===== src/rtl/truth_table_sweeper_if.sv =====
// Host-side bundle of the truth-table sweeper: start/abort control in,
// sweep status and captured results out.
interface truth_table_sweeper_if #(
    parameter int N_IN = 4
);
    logic                 start;
    logic                 abort;
    logic                 busy;
    logic                 done;
    logic                 pass;
    logic [N_IN:0]        err_count;
    logic [N_IN-1:0]      first_fail_idx;
    logic                 first_fail_valid;
    logic [2**N_IN-1:0]   captured_tt;

    modport master (
        output start, abort,
        input  busy, done, pass, err_count, first_fail_idx, first_fail_valid, captured_tt
    );

    modport slave (
        input  start, abort,
        output busy, done, pass, err_count, first_fail_idx, first_fail_valid, captured_tt
    );
endinterface


===== src/rtl/truth_table_sweeper.sv =====
// Exhaustive stimulus sequencer for a combinational lab DUT: walks every input
// code, samples the DUT output after SETTLE cycles and scores it against EXP_TT.
module truth_table_sweeper #(
    parameter int                N_IN   = 4,
    parameter int                SETTLE = 2,
    parameter logic [2**N_IN-1:0] EXP_TT = 16'hF888
) (
    input  logic                     clk,
    input  logic                     rst_n,
    truth_table_sweeper_if.slave     host,
    input  logic                     dut_out,
    output logic [N_IN-1:0]          dut_in
);
    localparam int              SW      = (SETTLE > 1) ? $clog2(SETTLE) : 1;
    localparam int              NCODES  = 2**N_IN;
    localparam logic [N_IN-1:0] IDX_MAX = N_IN'(NCODES - 1);
    localparam logic [SW-1:0]   SET_LST = SW'(SETTLE - 1);

    typedef enum logic [1:0] {
        ST_IDLE  = 2'd0,
        ST_DRIVE = 2'd1,
        ST_DONE  = 2'd2
    } state_t;

    state_t             state_r, state_s;
    logic [N_IN-1:0]    idx_r, idx_s;
    logic [SW-1:0]      settle_r, settle_s;
    logic [N_IN:0]      err_r, err_s;
    logic [N_IN-1:0]    ffi_r, ffi_s;
    logic               ffv_r, ffv_s;
    logic [NCODES-1:0]  tt_r, tt_s;
    logic               pass_r, pass_s;
    logic               busy_r, done_r;

    // Next-state and result bookkeeping for the sweep sequencer.
    always_comb begin
        state_s  = state_r;
        idx_s    = idx_r;
        settle_s = settle_r;
        err_s    = err_r;
        ffi_s    = ffi_r;
        ffv_s    = ffv_r;
        tt_s     = tt_r;
        pass_s   = pass_r;
        case (state_r)
            ST_IDLE: begin
                if (host.start && !host.abort) begin
                    state_s  = ST_DRIVE;
                    idx_s    = {N_IN{1'b0}};
                    settle_s = {SW{1'b0}};
                    err_s    = {(N_IN+1){1'b0}};
                    ffv_s    = 1'b0;
                    tt_s     = {NCODES{1'b0}};
                    pass_s   = 1'b0;
                end else begin
                    state_s = ST_IDLE;
                end
            end
            ST_DRIVE: begin
                if (host.abort) begin
                    state_s  = ST_IDLE;
                    settle_s = {SW{1'b0}};
                    pass_s   = 1'b0;
                end else if (settle_r == SET_LST) begin
                    // Code has settled: score it, then advance or finish.
                    tt_s[idx_r] = dut_out;
                    if (dut_out != EXP_TT[idx_r]) begin
                        err_s = err_r + (N_IN+1)'(1);
                        if (!ffv_r) begin
                            ffi_s = idx_r;
                            ffv_s = 1'b1;
                        end else begin
                            ffi_s = ffi_r;
                        end
                    end else begin
                        err_s = err_r;
                    end
                    settle_s = {SW{1'b0}};
                    if (idx_r == IDX_MAX) begin
                        state_s = ST_DONE;
                        pass_s  = (err_s == {(N_IN+1){1'b0}});
                    end else begin
                        idx_s = idx_r + N_IN'(1);
                    end
                end else begin
                    settle_s = settle_r + SW'(1);
                end
            end
            ST_DONE: begin
                state_s = ST_IDLE;
                if (host.abort) begin
                    pass_s = 1'b0;
                end else begin
                    pass_s = pass_r;
                end
            end
            default: begin
                state_s = ST_IDLE;
            end
        endcase
    end

    // State and result registers; status outputs decoded from the next state.
    always_ff @(posedge clk or negedge rst_n) begin
        if (!rst_n) begin
            state_r  <= ST_IDLE;
            idx_r    <= {N_IN{1'b0}};
            settle_r <= {SW{1'b0}};
            err_r    <= {(N_IN+1){1'b0}};
            ffi_r    <= {N_IN{1'b0}};
            ffv_r    <= 1'b0;
            tt_r     <= {NCODES{1'b0}};
            pass_r   <= 1'b0;
            busy_r   <= 1'b0;
            done_r   <= 1'b0;
        end else begin
            state_r  <= state_s;
            idx_r    <= idx_s;
            settle_r <= settle_s;
            err_r    <= err_s;
            ffi_r    <= ffi_s;
            ffv_r    <= ffv_s;
            tt_r     <= tt_s;
            pass_r   <= pass_s;
            busy_r   <= (state_s == ST_DRIVE);
            done_r   <= (state_s == ST_DONE);
        end
    end

    assign dut_in                = idx_r;
    assign host.busy             = busy_r;
    assign host.done             = done_r;
    assign host.pass             = pass_r;
    assign host.err_count        = err_r;
    assign host.first_fail_idx   = ffi_r;
    assign host.first_fail_valid = ffv_r;
    assign host.captured_tt      = tt_r;
endmodule

===== src/flat_wrapper.sv =====
// flat-port wrapper written by rule: the top's interface ports become plain ports
module truth_table_sweeper_flat 
#(
    parameter int                N_IN   = 4,
    parameter int                SETTLE = 2,
    parameter logic [2**N_IN-1:0] EXP_TT = 16'hF888
)
  (clk, rst_n, dut_out, dut_in, host_start, host_abort, host_busy, host_done, host_pass, host_err_count, host_first_fail_idx, host_first_fail_valid, host_captured_tt);
  truth_table_sweeper_if #(.N_IN(N_IN)) host_i ();
  input  logic clk;
  input  logic rst_n;
  input  logic dut_out;
  output logic [N_IN-1:0] dut_in;
  input wire logic [$bits(host_i.start)-1:0] host_start;
  input wire logic [$bits(host_i.abort)-1:0] host_abort;
  output wire logic [$bits(host_i.busy)-1:0] host_busy;
  output wire logic [$bits(host_i.done)-1:0] host_done;
  output wire logic [$bits(host_i.pass)-1:0] host_pass;
  output wire logic [$bits(host_i.err_count)-1:0] host_err_count;
  output wire logic [$bits(host_i.first_fail_idx)-1:0] host_first_fail_idx;
  output wire logic [$bits(host_i.first_fail_valid)-1:0] host_first_fail_valid;
  output wire logic [$bits(host_i.captured_tt)-1:0] host_captured_tt;
  assign host_i.start = host_start;
  assign host_i.abort = host_abort;
  assign host_busy = host_i.busy;
  assign host_done = host_i.done;
  assign host_pass = host_i.pass;
  assign host_err_count = host_i.err_count;
  assign host_first_fail_idx = host_i.first_fail_idx;
  assign host_first_fail_valid = host_i.first_fail_valid;
  assign host_captured_tt = host_i.captured_tt;
  truth_table_sweeper #(.N_IN(N_IN), .SETTLE(SETTLE), .EXP_TT(EXP_TT)) u_core (.clk(clk), .rst_n(rst_n), .host(host_i), .dut_out(dut_out), .dut_in(dut_in));
endmodule

===== config.mk =====
export PLATFORM = sky130hd
export DESIGN_NAME = truth_table_sweeper_flat
export DESIGN_NICKNAME = d
export VERILOG_FILES = /design/src/rtl/truth_table_sweeper_if.sv /design/src/rtl/truth_table_sweeper.sv /design/src/flat_wrapper.sv
export SDC_FILE = /design/constraint.sdc
export NUM_CORES = 1
export LEC_CHECK = 0
export CORE_MARGIN = 5
export CORE_UTILIZATION = 25
export DETAILED_ROUTE_END_ITERATION = 12
export PLACE_DENSITY_LB_ADDON = 0.2
export SYNTH_ARGS = -nofsm -noshare
export SYNTH_HDL_FRONTEND = slang
export SYNTH_SLANG_ARGS = --single-unit

===== constraint.sdc =====
create_clock -name clk -period 2.9 [get_ports clk]
set_clock_uncertainty 0.1 [all_clocks]
set_input_delay 0.87 -clock clk [delete_from_list [all_inputs] [get_ports clk]]
set_output_delay 0.87 -clock clk [all_outputs]
set_load 0.02 [all_outputs]

======== Word level (Yosys, flattened, before mapping) ========
Memory sizes are Yosys's and may differ from the RTL's.
Cells that the tools add are included.
storage, ports and cells
  memories ................................ 1
  bits in registers ....................... 36
  ROM bits ................................ 16
  output and inout port bits .............. 33
  input port bits ......................... 5
operators by class
  muxes and demuxes ....................... 39
  bitwise operators ....................... 2
  reductions and logical operators ........ 13
  order comparisons ....................... 2
  equality and inequality tests ........... 14
  add/sub/neg operators ................... 3
memories
  memory            depth  bits a word  rd ports  clocked after memory_dff  write ports  line                       source
  (name not given)  16     1            1         0                         0            truth_table_sweeper.sv:67  if (dut_out != EXP_TT[idx_r]) begin
operator list
  cell                                                                                  number
  16-bit 2-to-1 mux                                                                     3
  5-bit 2-to-1 mux                                                                      7
  16-bit one-hot mux with 2 select lines                                                1
  5-bit AND reduction                                                                   4
  16-bit bitwise mux                                                                    1
  4-bit 2-to-1 mux                                                                      4
  1-bit 2-to-1 mux                                                                      13
  5-bit one-hot mux with 2 select lines                                                 1
  4-bit one-hot mux with 2 select lines                                                 1
  2-bit 2-to-1 mux                                                                      3
  2-bit by 1-bit != test with 1-bit output (second input constant)                      3
  2-bit != test (second input constant)                                                 3
  3-bit by 2-bit != test with 1-bit output (second input constant)                      2
  5-bit by 1-bit adder with 5-bit output (second input constant)                        1
  5-bit zero test                                                                       1
  4-bit by 5-bit less-than comparator with 1-bit output (second input constant)         1
  4-bit by 1-bit adder with 4-bit output (second input constant)                        1
  1-bit demux with 4-bit select                                                         1
  2-bit by 1-bit equality test with 1-bit output (second input constant)                2
  2-bit equality test (second input constant)                                           2
  4-bit equality test (second input constant)                                           1
  4-bit by 1-bit greater-or-equal comparator with 1-bit output (second input constant)  1
  1-bit one-hot mux with 2 select lines                                                 2
  2-bit one-hot mux with 2 select lines                                                 1
  other kinds (11)                                                                      13

======== Depth between registers and ports, before layout ========
Gate-level depths: netlist of the first run.
  depth after elaboration ................. 12
  mapped depth ............................ 9
  depth with buffers taken out ............ 8

======== Worst setup path after synthesis of the first run ========
OpenSTA, ideal clock, no wires.
  path type ............................... register to register
  from .................................... register u_core.idx_r[0], in the netlist u_core.dut_in[0]
  to ...................................... register u_core.ffi_r[0], in the netlist u_core.host.first_fail_idx[0]
  clock period less this slack ............ 2.379 ns
  setup time .............................. 0.125 ns
  buffers on the path ..................... 0
  cell stages (with the launch flop) ...... 9
  arrival ................................. 2.154 ns
  slack ................................... 0.521 ns
  data required time ...................... 2.675 ns
  cells stage by stage .................... dfrtp_1 ha_1 inv_1 ha_1 and2_1 nor3_2 o21a_1 and2b_1 mux2_2
on the way
  cells in the longest elaborated chain, start to end .. 4
RTL lines
  element                                 line                        source
  start: declaration                      truth_table_sweeper.sv:26   logic [N_IN-1:0] idx_r, idx_s;
  start signal: assignment                truth_table_sweeper.sv:107  idx_r <= {N_IN{1'b0}};
  start signal: assignment                truth_table_sweeper.sv:118  idx_r <= idx_s;
  memory read 16 x 1 bit                  n/a
  1-bit 2-to-1 mux (implied by the code)  truth_table_sweeper.sv:67
  1-bit != test                           truth_table_sweeper.sv:67
  5-bit AND reduction (no source line)    n/a
  end signal: assignment                  truth_table_sweeper.sv:110  ffi_r <= {N_IN{1'b0}};
  end signal: assignment                  truth_table_sweeper.sv:121  ffi_r <= ffi_s;
  end: declaration                        truth_table_sweeper.sv:29   logic [N_IN-1:0] ffi_r, ffi_s;
Several ways; a longest one is shown, not always the timed one. The select of a mux whose other input is x is not followed.
A chain may end at the register's enable or synchronous reset.

======== Worst setup path after layout of the first run ========
  from .................................... register u_core.idx_r[0], in the netlist u_core.dut_in[0]
  to ...................................... output port dut_in[0]
RTL lines
  element           line                source
  end: declaration  flat_wrapper.sv:13  output logic [N_IN-1:0] dut_in;
No word-level cell between the ends.

==> run summary, run 1 <==
Worst slack, placed: 0.162 ns
Reg power frac: 48.8%
Setup Buffers After CTS: 0
Pwr/cell area: 456 nW/um^2
CP Cell Sequence: clkdlybuf4s50_1
Vias after detailed routing: 1,605
Tot Pwr: 0.00112 W
CTS tree: built
Crit start category: flop
CTS sink count: 36
Worst Tran Pin Value: 0.795 ns
Clock power share: 34.2%
Slowest Stage Delay on Critical Path: 0.68 ns
Most used flip-flop cell after synthesis: dfrtp_1
Comb pwr share: 17.0%
Leakage: 1.05 nW
Drt first pass iters: 4
Starting density of the core: 25.6%
Final Max Tran Viols: 0
Mapped Cells: 191
Crit Path Class: reg -> out
Post-synth EDFFs: 0
Synth cell types: 38
Buffer type at the clock tree root: clkbuf_8
Register area share after synthesis: 48.7%
Clk_lat worst skew: 0.29 ns
Boundary pin count: 38
CTS max path bufs: 2
First-pass GRT wire length: 7860 microns
Initial antenna violation count: 0
CP bufs+invs: 1
Final hold violation count: 0
Final TNS setup: 0 ns
Dpl cell area: 2370 sq um
Wirelength per Cell: 14.3 microns
Detailed Route Iter0 Violations: 64
Die X: 96.0 microns
N_diodes: 0
Inserted Clock Buffers: 5
HP Class: reg -> reg
P_sw: 0.000308 W
Critical path endpoint category: output port
WP data required: 1.93 ns
Slew headroom: 47.0%
GR Overflow Total: 0
WP data arrival: 1.49 ns
Syn-to-layout area delta: 33.5%
Total Routing Usage GR: 11.2%
Layout cells sized above 1: 12.2%
FFs w/ async S/R, synth: 100%
PostCTS Resize Cnt: 0
Switching Fraction: 27.4%
Period Utilization, post-route: 84.8%
Hpwl dp: 3420 microns
CTS Hold Bufs: 0
# port buffers: 37
PnR worst setup slack: 0.440 ns
# setup viols final: 0
Final wirelength: 4820 microns
Status: finished clean
Cell internal pwr: 0.000817 W
Largest net degree at the start of global routing: 37
Synth Cell Area: 1850 sq um
DR DRC count: 0
Final min period: 2.46 ns
F_max: 0.406 GHz
Design Area, Final: 2470 sq um
Mapped Nets: 203
Max-cap violations: 0
Row count: 31
Total die area: 9210 sq um
VDD IR max: 180 uV
Die Span Y: 96.0 microns
Layout Nets: 249
Post-synthesis register bit count: 36
Core region area: 7210 sq um
Vias per inst: 4.78
Most frequent cells in the layout: o21ai_0, clkdlybuf4s50_1, dfrtp_1
Synth warn: 0
Worst-path clk slew: 0.07 ns
Crit Path Max Fanout: 9
Hold Slack: 0.400 ns
H-tree levels: 2
Delay-heaviest family, CP: buffers and inverters
Detail Route Antenna Nets: 0
RSZ-0062 raised after global routing: false
Syn Area/Cell: 9.68 sq um
Slowest CP cell: clkdlybuf4s50_1
Gp weighted congestion: 0.765
Vias in the first global route: 1,550
Most common cell after layout, fill and taps aside: o21ai_0
logic make-up after synthesis:
group	Yosys count	synth area share, %
XOR/XNOR	2	0.948
multiplexers	7	4.13
flip-flops	36	48.7
adder cells (fa/ha/maj)	7	4.74
AO/OA/AOI/OAI	79	25.1
buffers and inverters	15	3.45
AND/OR/NAND/NOR	45	12.9
sequential cells by signal (all words and copies together), names as in the netlist:
name and count:
u_core.host.captured_tt 16, u_core.host.first_fail_idx 4, u_core.host.busy 1, u_core.dut_in 4, u_core.host.first_fail_valid 1, u_core.host.err_count 5
u_core.state_r 2, u_core.host.done 1, u_core.host.pass 1, u_core.settle_r 1
stage by stage:
step	cells	utilization, %
after floorplan	191	-
after global placement	329	32.9
after detailed placement	329	32.9
after CTS	336	34.2
after global routing	336	34.2
final	336	34.2
layer usage:
metal / part of all wire (%) / track usage, % / vias to the layer above
met5: 0 / 0 / -
met4: 1.8 / 4.98 / 0
met3: 5.6 / 2.97 / 5
met2: 45 / 16.3 / 50
met1: 48 / 15.4 / 773
li1: - / - / 777
cells in the mapped netlist, types with 4 or more instances:
cell,instances,area [sq um]
a21oi_1,19,95.1
clkbuf_1,6,22.5
dfrtp_1,36,901
ha_1,7,87.6
inv_1,8,30.0
mux2_2,5,56.3
nand2_1,14,52.6
nand2b_1,4,25.0
nor2_1,9,33.8
o21ai_0,38,190
power by group through the flow:
| stage | clock, W | combinational [W] | sequential [W] |
|---|---|---|---|
| after floorplan | 0 | 0.0000914 | 0.000573 |
| final | 0.000384 | 0.000192 | 0.000549 |
| after global placement | 0 | 0.000194 | 0.000559 |
| after CTS | 0.000399 | 0.000194 | 0.000550 |
| after detailed placement | 0 | 0.000192 | 0.000559 |
| after global routing | 0.000415 | 0.000213 | 0.000553 |
cell type report:
type,instances,area [sq um]
clock buffers,7,96.3
repair buffers,46,433
multi-input cells,140,883
flip-flops and latches,36,901
inverters,8,30.0
well taps,99,124
fillers,751,4750
final timing paths:
check | from | end | cells past startpoint | slack, ns
worst max-delay path | u_core.dut_in[0]$_DFFE_PN0P_ | dut_in[0] | 1 | 0.44
worst min-delay path | u_core.host.captured_tt[15]$_DFFE_PN0P_ | u_core.host.captured_tt[15]$_DFFE_PN0P_ | 2 | 0.40
worst max register to register | u_core.dut_in[0]$_DFFE_PN0P_ | u_core.host.err_count[4]$_DFFE_PN0P_ | 9 | 0.50
worst min register to register | u_core.host.captured_tt[15]$_DFFE_PN0P_ | u_core.host.captured_tt[15]$_DFFE_PN0P_ | 2 | 0.40
max in group asynchronous | rst_n | u_core.state_r[1]$_DFF_PN0_ | 1 | 1.63
min in group asynchronous | rst_n | u_core.host.err_count[3]$_DFFE_PN0P_ | 1 | 0.56
Power figures use the tool's default switching activity.
==> run 2, diff against run 1 <==
==> constraint.sdc (replaced) <==
create_clock -name clk -period 2.5 [get_ports clk]
set_clock_uncertainty 0.1 [all_clocks]
set_input_delay 0.75 -clock clk [delete_from_list [all_inputs] [get_ports clk]]
set_output_delay 0.75 -clock clk [all_outputs]
set_load 0.02 [all_outputs]
==> run summary, run 2 (synthesis results as in run 1) <==
Status: finished clean
Final Util: 35.2%
Reg-to-Reg Start: u_core.dut_in[1]$_DFFE_PN0P_
Final hold violation count: 0
Slowest CP cell: clkdlybuf4s50_1
Final Max Tran Viols: 0
PostCTS Resize Cnt: 0
Vias after detailed routing: 1,608
Final min period: 2.36 ns
RSZ-0062 raised after global routing: false
Worst reg2reg path depth: 9
Critical path endpoint category: output port
Total die area: 9210 sq um
Layout cells sized above 1: 16.1%
Starting density of the core: 25.6%
Max-cap violations: 0
Detail Route Antenna Nets: 0
Critical path destination: dut_in[1]
F_max: 0.423 GHz
Core region area: 7210 sq um
DR DRC count: 0
Worst-path clk slew: 0.07 ns
Hold Slack: 0.396 ns
Pwr/cell area: 517 nW/um^2
Crit start category: flop
CTS tree: built
Total Routing Usage GR: 11.8%
Gp weighted congestion: 0.800
Final wirelength: 4990 microns
Drt first pass iters: 4
Setup Buffers After CTS: 0
H-tree levels: 2
Worst Setup SP: u_core.dut_in[1]$_DFFE_PN0P_
Placed insts: 339
Vias per inst: 4.63
Buffer type at the clock tree root: clkbuf_8
Most frequent cells in the layout: o21ai_0, clkdlybuf4s50_1, dfrtp_1
Finished Layout Cells: 347
# port buffers: 37
WP data required: 1.65 ns
WP data arrival: 1.51 ns
Hpwl dp: 3590 microns
Final TNS setup: 0 ns
Max reg flops: 16
Tot Pwr: 0.00131 W
# setup viols final: 0
CTS Hold Bufs: 0
Row count: 31
Inserted Clock Buffers: 5
Leakage: 1.10 nW
Crit Path Class: reg -> out
Slew headroom: 68.2%
Detailed Route Iter0 Violations: 96
CP Cell Sequence: buf_4 > clkdlybuf4s50_1
Reg2reg end: u_core.host.err_count[0]$_DFFE_PN0P_
Syn-to-layout area delta: 37.4%
Layout Nets: 259
GR Overflow Total: 0
Boundary pin count: 38
Vias in the first global route: 1,699
Period Utilization, post-route: 94.5%
First-pass GRT wire length: 8380 microns
HP Class: in -> async
Wirelength per Cell: 14.4 microns
Slowest Stage Delay on Critical Path: 0.60 ns
Initial antenna violation count: 0
N_diodes: 0
Reg2Reg Setup Slack: 0.17 ns
CTS max path bufs: 2
Largest net degree at the start of global routing: 37
Die X: 96.0 microns
Die Span Y: 96.0 microns
Most common cell after layout, fill and taps aside: o21ai_0
CTS sink count: 36
Worst Tran Pin Value: 0.477 ns
Clk_lat worst skew: 0.29 ns
Crit Path Max Fanout: 6
VDD IR max: 240 uV
[run 2: report_power, final]
group | internal [W] | switching [W]
Combinational | 0.000109 | 0.000139
Clock | 0.000220 | 0.000212
Sequential | 0.000606 | 0.0000257
Total | 0.000935 | 0.000377
[run 2: area by class of cell]
cell class | instances | area, sq um
well taps | 99 | 124
inverters | 8 | 30.0
repair buffers | 56 | 508
clock buffers | 6 | 82.6
fillers | 773 | 4680
flip-flops and latches | 36 | 901
multi-input cells | 140 | 883
clock inverters | 2 | 10.0
[run 2: layer usage]
layer | share of wire [%] | vias up | GRT usage (%)
met3 | 4.9 | 5 | 2.81
met1 | 49 | 773 | 16.1
met5 | 0 | - | 0
met2 | 45 | 33 | 17.8
met4 | 1.8 | 0 | 4.98
li1 | - | 797 | -
[run 2: how the worst min path moves through the flow]
stage,startpoint,endpoint,slack [ns],cells after the start
floorplan,rst_n,u_core.dut_in[0]$_DFFE_PN0P_,0.35,0
global placement,u_core.host.captured_tt[15]$_DFFE_PN0P_,u_core.host.captured_tt[15]$_DFFE_PN0P_,0.40,2
detailed placement,u_core.host.captured_tt[15]$_DFFE_PN0P_,u_core.host.captured_tt[15]$_DFFE_PN0P_,0.40,2
CTS,rst_n,u_core.dut_in[1]$_DFFE_PN0P_,0.41,2
global route,rst_n,u_core.host.err_count[1]$_DFFE_PN0P_,0.44,2
finish,rst_n,u_core.host.err_count[1]$_DFFE_PN0P_,0.40,2
[run 2: metrics by stage]
| stage | area, sq um | setup WS (ns) |
|---|---|---|
| floorplan | 1850 | 0.121 |
| global placement | 2450 | -0.0701 |
| detailed placement | 2450 | -0.0630 |
| CTS | 2540 | 0.128 |
| global route | 2540 | 0.0606 |
| finish | 2540 | 0.137 |
[run 2: worst max-delay path, delay by kind of cell (launching register included)]
kind	cells	cell delay [ns]
flip-flops	1	0.46
buffers and inverters	2	0.77
==> run 3, diff against run 2 <==
--- a/config.mk
+++ b/config.mk
@@ -5,6 +5,8 @@
 export SDC_FILE = /design/constraint.sdc
 export NUM_CORES = 1
 export LEC_CHECK = 0
+export CELL_PAD_IN_SITES_DETAIL_PLACEMENT = 0
+export CELL_PAD_IN_SITES_GLOBAL_PLACEMENT = 2
 export CORE_MARGIN = 5
 export CORE_UTILIZATION = 25
 export DETAILED_ROUTE_END_ITERATION = 12
==> constraint.sdc (replaced) <==
create_clock -name clk -period 2.6 [get_ports clk]
set_clock_uncertainty 0.1 [all_clocks]
set_input_delay 0.78 -clock clk [delete_from_list [all_inputs] [get_ports clk]]
set_output_delay 0.78 -clock clk [all_outputs]
set_load 0.02 [all_outputs]
==> run summary, run 3 (synthesis results as in run 1) <==
Status: finished clean
Starting density of the core: 25.6%
Buffer type at the clock tree root: clkbuf_8
Largest net degree at the start of global routing: 22
Final min period: 2.37 ns
Pwr/cell area: 487 nW/um^2
Crit start category: flop
WP data required: 1.72 ns
Clk_lat worst skew: 0.29 ns
WP data arrival: 1.49 ns
Slew headroom: 71.5%
Wire length on met3: 195 microns
Most common cell after layout, fill and taps aside: o21ai_0
Final wirelength: 5230 microns
Worst Tran Pin Value: 0.428 ns
Detail Route Antenna Nets: 0
Total Routing Usage GR: 12.2%
Critical path endpoint category: output port
Final Util: 35.0%
CTS max path bufs: 2
Row count: 31
Syn-to-layout area delta: 36.6%
Final Max Tran Viols: 0
Drt first pass iters: 6
Crit Path Class: reg -> out
GR Overflow Total: 0
Worst-path clk slew: 0.08 ns
DR top layer: met4
# setup viols final: 0
H-tree levels: 2
Die Span Y: 96.0 microns
Crit Path Max Fanout: 6
Detailed Route Iter0 Violations: 65
Most frequent cells in the layout: o21ai_0, clkdlybuf4s50_1, dfrtp_1
Die X: 96.0 microns
Vias per inst: 4.63
CTS Hold Bufs: 0
Hpwl dp: 3920 microns
Boundary pin count: 38
Setup Buffers After CTS: 0
# port buffers: 37
Inserted Clock Buffers: 5
CTS sink count: 36
Period Utilization, post-route: 91.1%
Vias after detailed routing: 1,603
Met2 WL: 2480 microns
HP Class: in -> async
Leakage: 1.09 nW
Wirelength per Cell: 15.1 microns
CTS tree: built
Layout cells sized above 1: 15.4%
Initial antenna violation count: 0
RSZ-0062 raised after global routing: false
F_max: 0.422 GHz
Total die area: 9210 sq um
Max reg flops: 16
Layout Nets: 259
Max-cap violations: 0
VDD IR max: 183 uV
DR DRC count: 0
PostCTS Resize Cnt: 0
Final hold violation count: 0
Vias in the first global route: 1,640
First-pass GRT wire length: 8520 microns
Met1 WL: 2510 microns
Gp weighted congestion: 0.733
Core region area: 7210 sq um
Hold Slack: 0.320 ns
N_diodes: 0
-- run 3: cell types whose count changed in the layout (fill, tap and decap cells not counted), sizes merged --
cell and change:
clkinv -1
-- run 3: path summary, 6_finish.rpt --
| check | startpoint | end | slack, ns | cells past startpoint |
|---|---|---|---|---|
| min reg2reg | u_core.host.captured_tt[11]$_DFFE_PN0P_ | u_core.host.captured_tt[11]$_DFFE_PN0P_ | 0.41 | 2 |
| max | u_core.dut_in[0]$_DFFE_PN0P_ | dut_in[0] | 0.23 | 2 |
| min in group clk | u_core.host.captured_tt[11]$_DFFE_PN0P_ | u_core.host.captured_tt[11]$_DFFE_PN0P_ | 0.41 | 2 |
| max reg2reg | u_core.dut_in[0]$_DFFE_PN0P_ | u_core.host.err_count[0]$_DFFE_PN0P_ | 0.32 | 9 |
| max in group asynchronous | rst_n | u_core.host.first_fail_idx[2]$_DFFE_PN0P_ | 1.55 | 2 |
| min | rst_n | u_core.host.captured_tt[5]$_DFFE_PN0P_ | 0.32 | 1 |
-- run 3: per-layer routing --
metal / GRT usage (%) / vias to the layer above
met5: 0 / -
li1: - / 801
met2: 19.5 / 33
met1: 16.5 / 764
met4: 3.55 / 0
met3: 2.42 / 5
-- run 3: metrics by stage --
stage | power, W | setup slack [ns] | instances | instance area [sq um] | setup TNS, ns
finish | 0.00123 | 0.232 | 346 | 2520 | 0
global route | 0.00130 | 0.158 | 346 | 2520 | 0
CTS | 0.00125 | 0.217 | 346 | 2520 | 0
detailed placement | 0.000859 | -0.0422 | 339 | 2450 | -0.125
global placement | 0.000862 | 0.00867 | 339 | 2450 | 0
floorplan | 0.000741 | 0.221 | 191 | 1850 | 0
-- run 3: cell type report --
cell class	count	area, sq um
sequential	36	901
clock inverter	1	5.00
timing repair buffer	56	508
fill	761	4690
inverter	8	30.0
clock buffer	6	72.6
multi-input combinational	140	883
tap	99	124
-- run 3: critical path: stages, from the launching register on --
cell             delay (ns)
dfrtp_1                0.44
buf_4                  0.17
clkdlybuf4s50_1        0.60
-- run 3: power breakdown --
part / leakage, nW / switching [W] / internal [W]
clock network: 0.0410 / 0.000201 / 0.000182
registers: 0.497 / 0.0000263 / 0.000583
logic: 0.550 / 0.000133 / 0.000105
total: 1.09 / 0.000360 / 0.000870
